$ cat src/rtl/signal_watchdog_pkg.sv
// Shared types and helpers for the multi-channel receiver watchdog.
package signal_watchdog_pkg;

    typedef enum logic [1:0] {
        ST_ARMED   = 2'd0,
        ST_FIRE    = 2'd1,
        ST_HOLDOFF = 2'd2
    } wd_state_e;

    localparam logic [1:0] CAUSE_NONE = 2'b00;
    localparam logic [1:0] CAUSE_DC   = 2'b01;
    localparam logic [1:0] CAUSE_LEN  = 2'b10;

    // Signed running-sum width able to hold -W..+W for W = 2**log2_sum_len.
    function automatic int unsigned sum_width(input int unsigned log2_sum_len);
        return log2_sum_len + 2;
    endfunction

endpackage

$ cat src/rtl/sign_window_sum.sv
// Running sum of +1/-1 sign values over the last W valid samples of one stream.
module sign_window_sum
    import signal_watchdog_pkg::*;
#(
    parameter int unsigned LOG2_SUM_LEN = 6
) (
    input  logic                                       clk,
    input  logic                                       rst,
    input  logic                                       sample_valid,
    input  logic                                       sign_neg,
    input  logic                                       window_full,
    input  logic                                       flush,
    output logic signed [sum_width(LOG2_SUM_LEN)-1:0]  sum
);

    localparam int unsigned W  = 1 << LOG2_SUM_LEN;
    localparam int unsigned SW = sum_width(LOG2_SUM_LEN);

    logic [W-1:0]          hist;
    logic signed [SW-1:0]  add_term;
    logic signed [SW-1:0]  sub_term;

    // Oldest sign leaves the window only once the window is full.
    always_comb begin
        add_term = sign_neg ? {SW{1'b1}} : SW'(1);
        sub_term = '0;
        if (window_full)
            sub_term = hist[W-1] ? {SW{1'b1}} : SW'(1);
    end

    always_ff @(posedge clk or posedge rst) begin
        if (rst) begin
            hist <= '0;
            sum  <= '0;
        end else if (flush) begin
            hist <= '0;
            sum  <= '0;
        end else if (sample_valid) begin
            hist <= {hist[W-2:0], sign_neg};
            sum  <= sum + add_term - sub_term;
        end
    end

endmodule

$ cat src/rtl/signal_watchdog_mc.sv
// Multi-channel RX watchdog: per-stream sign-sum DC detection, SIGNAL length check,
// debounced trip FSM issuing a timed receiver_rst pulse followed by a hold-off.
module signal_watchdog_mc
    import signal_watchdog_pkg::*;
#(
    parameter int unsigned IQ_DATA_WIDTH  = 16,
    parameter int unsigned NUM_CH         = 2,
    parameter int unsigned LOG2_SUM_LEN   = 6,
    parameter int unsigned MIN_SIGNAL_LEN = 14,
    parameter int unsigned RST_PULSE_LEN  = 4
) (
    input  logic                              clk,
    input  logic                              rst,
    input  logic                              enable,
    input  logic [NUM_CH*2*IQ_DATA_WIDTH-1:0] iq_data,
    input  logic                              iq_valid,
    input  logic [NUM_CH-1:0]                 ch_mask,
    input  logic                              combine_all,
    input  logic [15:0]                       signal_len,
    input  logic                              sig_valid,
    input  logic [15:0]                       max_signal_len_th,
    input  logic [LOG2_SUM_LEN:0]             dc_running_sum_th,
    input  logic [7:0]                        debounce_th,
    input  logic [15:0]                       holdoff_len,
    output logic                              receiver_rst,
    output logic [1:0]                        trip_cause,
    output logic [NUM_CH-1:0]                 dc_flag,
    output logic                              window_full,
    output logic [15:0]                       trip_count
);

    localparam int unsigned W  = 1 << LOG2_SUM_LEN;
    localparam int unsigned SW = sum_width(LOG2_SUM_LEN);
    localparam int unsigned FW = LOG2_SUM_LEN + 1;
    localparam int unsigned NS = 2 * NUM_CH;
    localparam int unsigned PW = (RST_PULSE_LEN > 1) ? $clog2(RST_PULSE_LEN) : 1;

    wd_state_e             state;
    logic [FW-1:0]         fill;
    logic [7:0]            deb_cnt;
    logic [PW-1:0]         pulse_cnt;
    logic [15:0]           hold_cnt;
    logic signed [SW-1:0]  sums [NS];
    logic [NUM_CH-1:0]     hit;
    logic [7:0]            deb_th_eff;
    logic                  dc_cond;
    logic                  dc_trip;
    logic                  len_fault;
    logic                  trip;
    logic                  unused_iq_mag;

    // Only sign bits feed the detector; sample magnitudes are irrelevant.
    assign unused_iq_mag = ^iq_data;

    for (genvar s = 0; s < NS; s++) begin : g_stream
        sign_window_sum #(.LOG2_SUM_LEN(LOG2_SUM_LEN)) u_sum (
            .clk          (clk),
            .rst          (rst),
            .sample_valid (iq_valid),
            .sign_neg     (iq_data[s*IQ_DATA_WIDTH + IQ_DATA_WIDTH - 1]),
            .window_full  (window_full),
            .flush        (trip),
            .sum          (sums[s])
        );
    end

    function automatic logic mag_ge(input logic signed [SW-1:0] v, input logic [FW-1:0] th);
        logic [SW-1:0] mag;
        mag = v[SW-1] ? (~v + SW'(1)) : v;
        return mag >= SW'(th);
    endfunction

    always_comb begin
        hit = '0;
        for (int c = 0; c < NUM_CH; c++)
            hit[c] = window_full & (mag_ge(sums[2*c], dc_running_sum_th) |
                                    mag_ge(sums[2*c+1], dc_running_sum_th));
    end

    // Trip qualification; all inputs are sampled at the edge, outputs stay registered.
    always_comb begin
        deb_th_eff = (debounce_th == 8'd0) ? 8'd1 : debounce_th;
        dc_cond    = combine_all ? ((ch_mask != '0) && ((dc_flag & ch_mask) == ch_mask))
                                 : (|dc_flag);
        dc_trip    = iq_valid & dc_cond & (({1'b0, deb_cnt} + 9'd1) >= {1'b0, deb_th_eff});
        len_fault  = sig_valid & ((signal_len < 16'(MIN_SIGNAL_LEN)) |
                                  (signal_len > max_signal_len_th));
        trip       = enable & (state == ST_ARMED) & (len_fault | dc_trip);
    end

    // Shared fill counter; a trip flushes the window and discards a coincident sample.
    always_ff @(posedge clk or posedge rst) begin
        if (rst) begin
            fill        <= '0;
            window_full <= 1'b0;
        end else if (trip) begin
            fill        <= '0;
            window_full <= 1'b0;
        end else if (iq_valid && !window_full) begin
            fill        <= fill + FW'(1);
            window_full <= (fill == FW'(W - 1));
        end
    end

    always_ff @(posedge clk or posedge rst) begin
        if (rst)
            dc_flag <= '0;
        else
            dc_flag <= hit & ch_mask;
    end

    always_ff @(posedge clk or posedge rst) begin
        if (rst) begin
            state        <= ST_ARMED;
            deb_cnt      <= '0;
            pulse_cnt    <= '0;
            hold_cnt     <= '0;
            receiver_rst <= 1'b0;
            trip_cause   <= CAUSE_NONE;
            trip_count   <= '0;
        end else if (!enable) begin
            state        <= ST_ARMED;
            deb_cnt      <= '0;
            pulse_cnt    <= '0;
            hold_cnt     <= '0;
            receiver_rst <= 1'b0;
        end else begin
            case (state)
                ST_ARMED: begin
                    if (trip) begin
                        state        <= ST_FIRE;
                        receiver_rst <= 1'b1;
                        deb_cnt      <= '0;
                        pulse_cnt    <= '0;
                        trip_cause   <= (dc_trip ? CAUSE_DC : CAUSE_NONE) |
                                        (len_fault ? CAUSE_LEN : CAUSE_NONE);
                        if (trip_count != 16'hFFFF)
                            trip_count <= trip_count + 16'd1;
                    end else if (iq_valid) begin
                        deb_cnt <= dc_cond ? deb_cnt + 8'd1 : 8'd0;
                    end
                end
                ST_FIRE: begin
                    if (pulse_cnt == PW'(RST_PULSE_LEN - 1)) begin
                        state        <= ST_HOLDOFF;
                        receiver_rst <= 1'b0;
                        hold_cnt     <= '0;
                    end else begin
                        pulse_cnt <= pulse_cnt + PW'(1);
                    end
                end
                ST_HOLDOFF: begin
                    if (hold_cnt >= holdoff_len)
                        state <= ST_ARMED;
                    else
                        hold_cnt <= hold_cnt + 16'd1;
                end
                default: state <= ST_ARMED;
            endcase
        end
    end

endmodule

$ cat config.mk
export PLATFORM = sky130hd
export DESIGN_NAME = signal_watchdog_mc
export DESIGN_NICKNAME = d
export VERILOG_FILES = /design/src/rtl/signal_watchdog_pkg.sv /design/src/rtl/sign_window_sum.sv /design/src/rtl/signal_watchdog_mc.sv
export SDC_FILE = /design/constraint.sdc
export NUM_CORES = 1
export LEC_CHECK = 0
export ABC_AREA = 1
export BUFFER_PORTS_ARGS = -buffer_cell sky130_fd_sc_hd__buf_2
export CAP_MARGIN = 20
export CORE_ASPECT_RATIO = 1.1
export CORE_MARGIN = 5
export CORE_UTILIZATION = 60
export DETAILED_ROUTE_END_ITERATION = 16
export PLACE_DENSITY = 0.9
export SLEW_MARGIN = 10
export SYNTH_ARGS = -nofsm -noshare
export SYNTH_HDL_FRONTEND = slang
export SYNTH_SLANG_ARGS = --single-unit
$ cat constraint.sdc
create_clock -name clk -period 19.6 [get_ports clk]
set_input_delay 0.98 -clock clk [delete_from_list [all_inputs] [get_ports clk]]
set_output_delay 0.98 -clock clk [all_outputs]
set_load 0.05 [all_outputs]
Word level (Yosys, flattened, before mapping) --
Cells that the tools add are included.
Storage, ports and cells: bits in registers 345, word-level logic and storage cells 155, input port bits 135, output and inout bits 22
Operators by class: equal/unequal tests 15, bitwise gates (word level) 18, $add $sub $neg 18, magnitude comparators 8, mux-type cells 62, reduce and logical (&&, ||, !) cells 16
Operators by type and width (number):
- 64-bit 2-to-1 mux | 8
- 8-bit 2-to-1 mux | 30
- 16-bit 2-to-1 mux | 3
- 16-bit by 1-bit adder with 16-bit output (second input constant) | 2
- 8-bit by 2-bit adder with 8-bit output (second input constant) | 4
- 8-bit adder | 4
- 8-bit by 7-bit greater-or-equal comparator with 1-bit output | 4
- 8-bit inverter | 4
- 16-bit one-hot mux with 2 select lines | 1
- 8-bit subtractor | 4
- 16-bit greater-or-equal comparator | 1
- 16-bit greater-than comparator | 1
- 16-bit by 4-bit < comparator with 1-bit output (second input constant) | 1
- 2-bit 2-to-1 mux | 8
- 16-bit != test (second input constant) | 1
- 3-bit AND reduction | 5
- 7-bit 2-to-1 mux | 2
- 3-bit != test (second input constant) | 4
- 8-bit by 1-bit adder with 9-bit output (second input constant) | 1
- 9-bit by 8-bit greater-or-equal comparator with 1-bit output | 1
- 3-bit by 1-bit != test with 1-bit output (second input constant) | 3
- 8-bit by 1-bit adder with 8-bit output (second input constant) | 1
- 8-bit logical NOT | 1
- 7-bit by 1-bit adder with 7-bit output (second input constant) | 1
- 22 further kinds | 42

Logic depth before layout (Yosys ltp) --
Gate-level depths: netlist of run 1.
depth in word-level cells 11, depth in mapped cells 19, mapped depth without buffers 19

Hierarchy --
A second synthesis of run 1 with hierarchy kept.
Unflattened totals: cell total of the unflattened synthesis 2208, area total of the unflattened synthesis 18656.6 um^2
Modules (own cells, without submodules):
- sign_window_sum at g_stream[0].u_sum ... | cells an instance 349, instances 3, area each 3259.4 um^2, seq. area each 1801.7 um^2
- signal_watchdog_mc | cells an instance 812, instances 1, area each 5607.9 um^2, seq. area each 1426.4 um^2
- sign_window_sum at g_stream[3].u_sum | cells an instance 349, instances 1, area each 3270.6 um^2, seq. area each 1801.7 um^2

Worst setup path after synthesis of run 1 --
OpenSTA, ideal clock, no wires.
path type input port to flip-flop, from in iq_data[15], to reg g_stream[0].u_sum.sum[5], data required time 19468 ps, library setup time 132 ps, stages 12, arrival 2957 ps, slack 16511 ps, buffers on the path 0, path through inv_1 > fa_1 > inv_1 > ha_1 > nand2_1 > o21ai_0 > a21oi_1 > o21ai_0 > xor2_1 > nand2_1 > o21ai_0 > nor2_1
On the way: word-level cells in the longest chain between the ends 5
RTL lines:
- start: declaration | line signal_watchdog_mc.sv:15 | input logic [NUM_CH*2*IQ_DATA_WIDTH-1:0] iq_data,
- 8-bit 2-to-1 mux | line sign_window_sum.sv:25 | add_term = sign_neg ? {SW{1'b1}} : SW'(1);
- 8-bit adder | line sign_window_sum.sv:40 | sum <= sum + add_term - sub_term;
- 8-bit subtractor | line sign_window_sum.sv:40
- 8-bit 2-to-1 mux | line sign_window_sum.sv:38 | end else if (sample_valid) begin
- 8-bit 2-to-1 mux | line sign_window_sum.sv:35 | end else if (flush) begin
- end signal: assignment | line sign_window_sum.sv:40
- end: declaration | line sign_window_sum.sv:13 | output logic signed [sum_width(LOG2_SUM_LEN)-1:0] sum
Every way passes these cells. The select of a mux whose other input is x is not followed. A chain may end at the register's enable or synchronous reset.

Worst setup path in the final report of run 1 --
from reg deb_cnt[0], to reg g_stream[1].u_sum.sum[1]
On the way: word-level cells in the longest chain between the ends 6, elaborated cells on any way between the ends 7
RTL lines:
- start: declaration | line signal_watchdog_mc.sv:40 | logic [7:0] deb_cnt;
- start signal: assignment | line signal_watchdog_mc.sv:140 | deb_cnt <= dc_cond ? deb_cnt + 8'd1 : 8'd0;
- 8-bit by 1-bit adder with 9-bit output (*) | line signal_watchdog_mc.sv:85 | dc_trip = iq_valid & dc_cond & (({1'b0, deb_cnt} + 9'd1) >= {1'b0, deb_th_eff});
- 9-bit by 8-bit greater-or-equal comparator with 1-bit output (*) | line signal_watchdog_mc.sv:85
- 1-bit AND (*) | line signal_watchdog_mc.sv:85
- 1-bit bitwise OR (*) | line signal_watchdog_mc.sv:88 | trip = enable & (state == ST_ARMED) & (len_fault | dc_trip);
- 1-bit AND (*) | line signal_watchdog_mc.sv:88
- 8-bit 2-to-1 mux / 2-bit nonzero test (equally long branches)
- end signal: assignment | line sign_window_sum.sv:40
- end: declaration | line sign_window_sum.sv:13
Every way passes the cells marked *; elsewhere a longest branch is shown, timed or not.

==> flow_summary.json, run 1 <==
{
  "tritoncts": "yes",
  "fin_setup_tns_ns": 0,
  "hold_depth": 2,
  "power_per_cell_area_mw_per_mm2": 125,
  "clkLatencyLatePin_ns": 0.51,
  "post_cts_buffers": 0,
  "final_hold_viol_count": 0,
  "ioPinCount": 157,
  "postSynthCellCount": 2472,
  "cpMaxStageDelayCell": "buf_4",
  "antenna_found_initial": 0,
  "crit_cells": 18,
  "cpLargestDelayFamily": "simple AND/OR/NAND/NOR gates",
  "synth_cell_type_count": 41,
  "synth.avg_cell_area_um2": 7.88,
  "wl_per_cell_um": 13.8,
  "crit_end": "g_stream[1].u_sum.sum[1]$_DFFE_PP0P_",
  "peakVddDrop_mv": 0.0970,
  "reg2reg_from": "deb_cnt[0]$_DFFE_PP0P_",
  "synthesis.nets": 2748,
  "dieHeight_um": 199,
  "synth-edff-count": 0,
  "grt_pass1_vias": 15900,
  "r2r_end": "g_stream[1].u_sum.sum[1]$_DFFE_PP0P_",
  "worstRegToRegCells": 18,
  "drc": 0,
  "layout.nets": 2781,
  "rsz0062_at_grt": "no",
  "drive_above_1_share_pct": 6.86,
  "hold_ws_ns": 0.503,
  "start_util_pct": 60.5,
  "viasPerCell": 5.44,
  "synth_top_cell_by_area": "dfrtp_1",
  "critPathMostFrequentCell": "nand3_1",
  "htree_levels": 2,
  "grt_max_degree": 163,
  "grt_overflow": 0,
  "io_buffer_count": 96,
  "cts_hold_repair.buffers": 0,
  "core_mm2": 0.0322,
  "yosys_warnings": 0,
  "crit_required_ns": 19.95,
  "numCtsBuffers": 35,
  "status": "completed",
  "ys_ff_latch": 345,
  "cp_cell_sequence": "ha_1 -> nand2_1 -> nor2_2 -> nand3_1 -> xor2_1 -> inv_1 -> ha_1 -> nand2_1 -> inv_1 -> nand3_1 -> inv_1 -> nand3_1 -> nand3_1 -> nand3_2 -> nand2_8 -> buf_4 -> buf_4 -> nor2_1",
  "clkSinkCount": 345,
  "route.vias.total": 16000,
  "die_w_um": 182,
  "clk_pin_slew_worst_paths_ns": 0.06,
  "cp_max_fo": 162,
  "r2r_slack_ns": 14.65,
  "track_usage_pct": 22.4,
  "yosys.area.top_type_share_pct": 44.3,
  "worstPathArrival_ns": 5.29,
  "synthTopCellsByArea": "dfrtp_1, nand2_1, o21ai_0, ha_1, nor2_1",
  "gp_congestion": 0.894,
  "maxCapViolations": 0,
  "end_kind": "register",
  "first_pass_iters": 6,
  "cp-startpoint": "deb_cnt[0]$_DFFE_PP0P_",
  "clockBufferDepth": 3,
  "maxSlewHeadroom_pct": 29.0,
  "n_antenna_cell": 0,
  "ys_seq_area_share_pct": 44.3,
  "synthArstFlopShare_pct": 100,
  "crit_buf_inv": 5,
  "cts_resized": 0,
  "dp_hpwl_um": 26100,
  "syn2layout_area_growth_pct": 8.15,
  "max_stage_delay_ns": 0.84,
  "leakage_uw": 0.0108,
  "max_clock_freq_mhz": 202,
  "finalSetupViolations": 0,
  "path_class": "reg2reg",
  "rows": 69,
  "startpoint_type": "register",
  "dieArea_mm2": 0.0362,
  "worst_pin_slew_ns": 1.06,
  "drv_slew": 0,
  "synthFlopType": "dfrtp_1",
  "finalWirelength_um": 40800,
  "grt_pass1_wl_um": 70000,
  "final.period_utilization_pct": 25.2,
  "clock-root-buffer": "clkbuf_16",
  "fin_crit_ns": 4.95,
  "ant_nets": 0,
  "netlist_area_mm2": 0.0195,
  "hold_path.class": "reg2reg",
  "first_iter_violations": 1393,
  "fin_skew_ns": 0.0145
}
## worst min-delay path by stage
stage	startpoint	to
after floorplan	pulse_cnt[1]$_DFFE_PP0P_	pulse_cnt[1]$_DFFE_PP0P_
after global placement	pulse_cnt[1]$_DFFE_PP0P_	pulse_cnt[1]$_DFFE_PP0P_
after detailed placement	pulse_cnt[1]$_DFFE_PP0P_	pulse_cnt[1]$_DFFE_PP0P_
after CTS	pulse_cnt[1]$_DFFE_PP0P_	pulse_cnt[1]$_DFFE_PP0P_
after global routing	trip_cause[0]$_DFFE_PP0P_	trip_cause[0]$_DFFE_PP0P_
final	pulse_cnt[1]$_DFFE_PP0P_	pulse_cnt[1]$_DFFE_PP0P_
## cell usage in the layout, fill, tap and decap left out, types with 4 or more instances in the layout
cell / netlist / layout
buf_4: 1 / 9
buf_2: 3 / 95
xor2_1: 51 / 51
clkbuf_8: 0 / 7
o211ai_1: 11 / 11
o22ai_1: 4 / 4
nand3_1: 61 / 61
a21o_1: 4 / 4
xnor2_1: 16 / 16
clkinv_2: 0 / 5
fa_1: 24 / 24
nand3b_1: 4 / 4
nor3_1: 14 / 14
o21ai_0: 310 / 310
a21oi_2: 10 / 10
nand2_1: 531 / 531
dfrtp_1: 345 / 345
ha_1: 117 / 117
a21oi_1: 74 / 74
inv_1: 362 / 360
nor4_1: 7 / 7
nand4_1: 25 / 25
nor2_1: 368 / 368
clkbuf_16: 0 / 35
## area by class of cell
class / count / area, um2
inverter: 362 / 1370
clock buffer: 44 / 970
multi-input combinational: 1655 / 8850
timing repair buffer: 106 / 584
fill: 2400 / 11100
tap: 426 / 533
clock inverter: 10 / 133
sequential: 345 / 8630
## sequential cells by signal (all words and copies together), names as in the netlist
signal and count:
window_full 1, g_stream.u_sum.hist 256, trip_cause 2, state 2
hold_cnt 16, trip_count 16, dc_flag 2, fill 7
deb_cnt 8, g_stream.u_sum.sum 32, receiver_rst 1, pulse_cnt 2
## layer usage
| metal | share of wire, % | track usage (%) |
|---|---|---|
| met4 | 2.7 | 8.06 |
| met5 | 0 | 0 |
| met3 | 5.6 | 3.44 |
| met1 | 40 | 26.5 |
| met2 | 52 | 41.4 |
## where the power goes
part           total, uW  switching [uW]  internal, uW
combinational       1010             616           396
clock                654             267           387
sequential           962            91.8           870
## kinds of logic after synthesis
group,count (synthesis),share of synthesized area [%]
and+or+nand+nor,1020,20.8
buffers and inverters,472,10.3
AOI/OAI and AO/OA,427,11.6
DFF,345,44.3
adders and majority gates,141,9.98
xor gates and xnor gates,67,3.01
## tightest hold or removal path: stages (launching register included)
cell     delay (ns)
dfrtp_1        0.36
nand2_1        0.06
nand2_1        0.05
## through the flow
step,total power [uW],util (%),setup WS [ns],cells,instance area (um2)
floorplan,1750,-,9.05,2472,19500
global placement,1870,61.9,14.62,2893,19900
detailed placement,1960,61.9,14.56,2893,19900
CTS,2630,65.4,14.72,2947,21000
global route,2840,65.4,14.23,2948,21100
finish,2630,65.4,14.65,2948,21100
## synth_stat cells (4+ instances only)
cell type	count
xnor2_1	16
nand3b_1	4
nor4_1	7
nor3_1	14
a21oi_2	10
dfrtp_1	345
nand4_1	25
a21oi_1	74
nor2_1	368
clkbuf_1	67
buf_6	31
nand2_1	531
o22ai_1	4
fa_1	24
o21ai_0	310
o211ai_1	11
a21o_1	4
xor2_1	51
buf_1	8
nand3_1	61
inv_1	362
ha_1	117
(Power assumes the default switching activity.)
==> run 2: changes to the inputs <==
--- a/config.mk
+++ b/config.mk
@@ -5,14 +5,14 @@
 export SDC_FILE = /design/constraint.sdc
 export NUM_CORES = 1
 export LEC_CHECK = 0
-export ABC_AREA = 1
+export ABC_AREA = 0
 export BUFFER_PORTS_ARGS = -buffer_cell sky130_fd_sc_hd__buf_2
 export CAP_MARGIN = 20
 export CORE_ASPECT_RATIO = 1.1
 export CORE_MARGIN = 5
-export CORE_UTILIZATION = 60
+export CORE_UTILIZATION = 55
 export DETAILED_ROUTE_END_ITERATION = 16
-export PLACE_DENSITY = 0.9
+export PLACE_DENSITY = 0.87
 export SLEW_MARGIN = 10
 export SYNTH_ARGS = -nofsm -noshare
 export SYNTH_HDL_FRONTEND = slang
==> constraint.sdc (replaced) <==
create_clock -name clk -period 3.95 [get_ports clk]
set_input_delay 0.1975 -clock clk [delete_from_list [all_inputs] [get_ports clk]]
set_output_delay 0.1975 -clock clk [all_outputs]
set_load 0.05 [all_outputs]
==> flow_summary.json, run 2 <==
{
  "grt_overflow": 0,
  "route.vias.total": 13400,
  "htree_levels": 2,
  "finalSetupViolations": 0,
  "hold_path.class": "in2reg",
  "worstPathArrival_ns": 4.24,
  "wl_per_cell_um": 16.1,
  "postSynthCellCount": 1817,
  "n_antenna_cell": 0,
  "tritoncts": "yes",
  "synth-edff-count": 0,
  "fin_crit_ns": 3.82,
  "track_usage_pct": 19.8,
  "max_clock_freq_mhz": 261,
  "p_seq_share_pct": 37.7,
  "start_util_pct": 55.2,
  "maxSlewHeadroom_pct": 42.3,
  "synth_cell_type_count": 62,
  "combPwrFrac_pct": 34.0,
  "final_util_pct": 61.6,
  "synthArstFlopShare_pct": 100,
  "yosys-top-cells-count": "dfrtp_1, nor2_1, mux2i_1",
  "layout.nets": 2167,
  "synthAdderAreaFrac_pct": 10.3,
  "dieArea_mm2": 0.0380,
  "rows": 71,
  "clkSinkCount": 345,
  "startpoint_type": "register",
  "clkPwrFrac_pct": 28.3,
  "peakVddDrop_mv": 0.365,
  "crit_end": "g_stream[1].u_sum.hist[46]$_DFFE_PP0P_",
  "status": "finished with violations",
  "synthTopCellsByArea": "dfrtp_1, mux2i_1, ha_1, nor2_1, inv_1",
  "post-place-cells": 2284,
  "layout_common_cells": "dfrtp_1, nor2_1, mux2i_1",
  "leakage_uw": 0.0112,
  "dieHeight_um": 204,
  "power_per_cell_area_mw_per_mm2": 563,
  "numCtsBuffers": 36,
  "final.period_utilization_pct": 96.8,
  "clock-root-buffer": "clkbuf_16",
  "stdcell_area_mm2": 0.0210,
  "clockBufferDepth": 3,
  "netlist_area_mm2": 0.0188,
  "drv_slew": 0,
  "place_area_mm2": 0.0197,
  "worstRegToRegCells": 13,
  "core_mm2": 0.0340,
  "ioPinCount": 157,
  "grt_max_degree": 133,
  "drive_above_1_share_pct": 10.4,
  "yosys_warnings": 0,
  "die_w_um": 186,
  "clkLatencyLatePin_ns": 0.53,
  "synth-compound-area-share_pct": 6.92,
  "internal_power_uw": 7760,
  "end_kind": "register",
  "synthFlopType": "dfrtp_1",
  "top_register": "g_stream.u_sum.hist",
  "finalWirelength_um": 37800,
  "fillers": 2514,
  "synth.avg_cell_area_um2": 10.3,
  "dp_hpwl_um": 24200,
  "yosys.area.top_type_share_pct": 45.9,
  "worst_pin_slew_ns": 0.865,
  "reg_top3": "g_stream.u_sum.hist (256), g_stream.u_sum.sum (32)",
  "maxCapViolations": 0,
  "gp_congestion": 0.853,
  "ys_ff_latch": 345,
  "r2r_end": "g_stream[1].u_sum.hist[46]$_DFFE_PP0P_",
  "synthMuxAreaShare_pct": 15.1,
  "hold_ws_ns": -0.000304,
  "synth_top_family_by_area": "multiplexers",
  "cp-startpoint": "deb_cnt[0]$_DFFE_PP0P_",
  "r2r_slack_ns": 0.13,
  "io_buffer_count": 96,
  "violations": "negative hold slack",
  "grt_pass1_wl_um": 64000,
  "synthSimpleGateAreaFrac_pct": 13.6,
  "synth-xor-area-share_pct": 3.17,
  "syn2layout_area_growth_pct": 11.5,
  "ant_nets": 0,
  "synth_top_cell_by_area": "dfrtp_1",
  "synthesis.nets": 2093,
  "first_pass_iters": 6,
  "multi_input_area_mm2": 0.00926,
  "cp_max_fo": 42,
  "switching_share_pct": 34.3,
  "largest_reg_flops": 256,
  "drc": 0,
  "antenna_found_initial": 0,
  "clk_pin_slew_worst_paths_ns": 0.06,
  "ys_seq_area_share_pct": 45.9,
  "fin_cells": 2354,
  "reg2reg_from": "deb_cnt[0]$_DFFE_PP0P_",
  "fin_skew_ns": 0.0208,
  "path_class": "reg2reg",
  "grt_pass1_vias": 13600,
  "first_iter_violations": 849,
  "switchingPower_uw": 4040,
  "viasPerCell": 5.68,
  "crit_required_ns": 4.37,
  "mostFrequentLayoutCell": "dfrtp_1",
  "yosysMostFrequentCell": "dfrtp_1",
  "seq_area_mm2": 0.00863,
  "final_hold_viol_count": 1
}
==> run 2: cell types whose count changed in the layout (fill, tap and decap cells not counted), sizes merged, moves of 39 or more <==
cell   previous run  this run
inv             364       151
nand2           533        64
a21oi            84        45
o21ai           310        25
nor2            369       319
mux2i             0       276
==> run 2: final cells by class <==
cell class	count	area share (%)
Multi-Input combinational cell	1240	44.2
Sequential cell	345	41.2
Clock buffer	48	4.90
Timing Repair Buffer	118	3.68
Inverter	150	2.70
Tap cell	438	2.61
Clock inverter	15	0.746
==> run 2: kinds of logic after synthesis <==
kind of cell,after synthesis
AOI/OAI and AO/OA,183
xor gates and xnor gates,68
adders and majority gates,141
buffers and inverters,232
DFF,345
muxes,283
and+or+nand+nor,565
==> run 2: power groups by stage <==
stage / Clock (uW) / Combinational [uW] / Sequential, uW
global placement: 0 / 3720 / 4460
CTS: 3400 / 4030 / 4440
detailed placement: 0 / 3930 / 4490
global route: 3560 / 4570 / 4520
floorplan: 0 / 3160 / 4440
finish: 3340 / 4010 / 4440
==> run 2: worst min path at each step <==
stage	startpoint	endpoint	slack, ns	depth (start not counted)
after floorplan	ch_mask[0]	dc_flag[0]$_DFF_PP0_	0.31	2
after global placement	rst	g_stream[0].u_sum.hist[32]$_DFFE_PP0P_	0.21	2
after detailed placement	rst	g_stream[0].u_sum.hist[32]$_DFFE_PP0P_	0.21	2
after CTS	iq_data[31]	g_stream[1].u_sum.hist[0]$_DFFE_PP0P_	0.001	3
after global routing	iq_data[31]	g_stream[1].u_sum.hist[0]$_DFFE_PP0P_	0.04	3
final	iq_data[31]	g_stream[1].u_sum.hist[0]$_DFFE_PP0P_	-0.0003	3
==> run 2: repair_timing <==
item                                    4_1_cts  5_1_grt
endpoints found under the hold margin        12        0
hold buffers                                  5        0
resized for setup                             0        6
buffers inserted                              0        1
endpoints found under the setup margin        0      194
==> run 2: per-layer routing <==
| metal | vias up | wire, um | global-route usage, % |
|---|---|---|---|
| met5 | - | 0 | 0 |
| met4 | 0 | 954 | 5.44 |
| met3 | 86 | 1470 | 2.58 |
| met2 | 306 | 19300 | 34.5 |
| met1 | 6617 | 16100 | 26.1 |
| li1 | 6358 | - | - |
==> run 2: metrics by stage <==
stage	setup WS (ns)	power, uW	hold slack, ns	setup TNS [ns]
global route	-0.0582	12700	0.0431	-0.0802
detailed placement	0.152	8430	0.215	0
CTS	0.0661	11900	0.00119	0
finish	0.126	11800	-0.000304	0
global placement	0.277	8190	0.211	0
floorplan	-0.864	7590	0.308	-298.07
==> run 2: critical path, stage by stage (launching register included) <==
cell and delay [ns]:
dfrtp_1 0.42, ha_2 0.25, and3_1 0.22, nand3_1 0.18, xnor2_1 0.18, ha_1 0.34, a211o_1 0.30, o221ai_1 0.21
a21oi_1 0.09, o311a_4 0.43, o31a_4 0.44, buf_12 0.21, buf_16 0.20, nor2_1 0.20
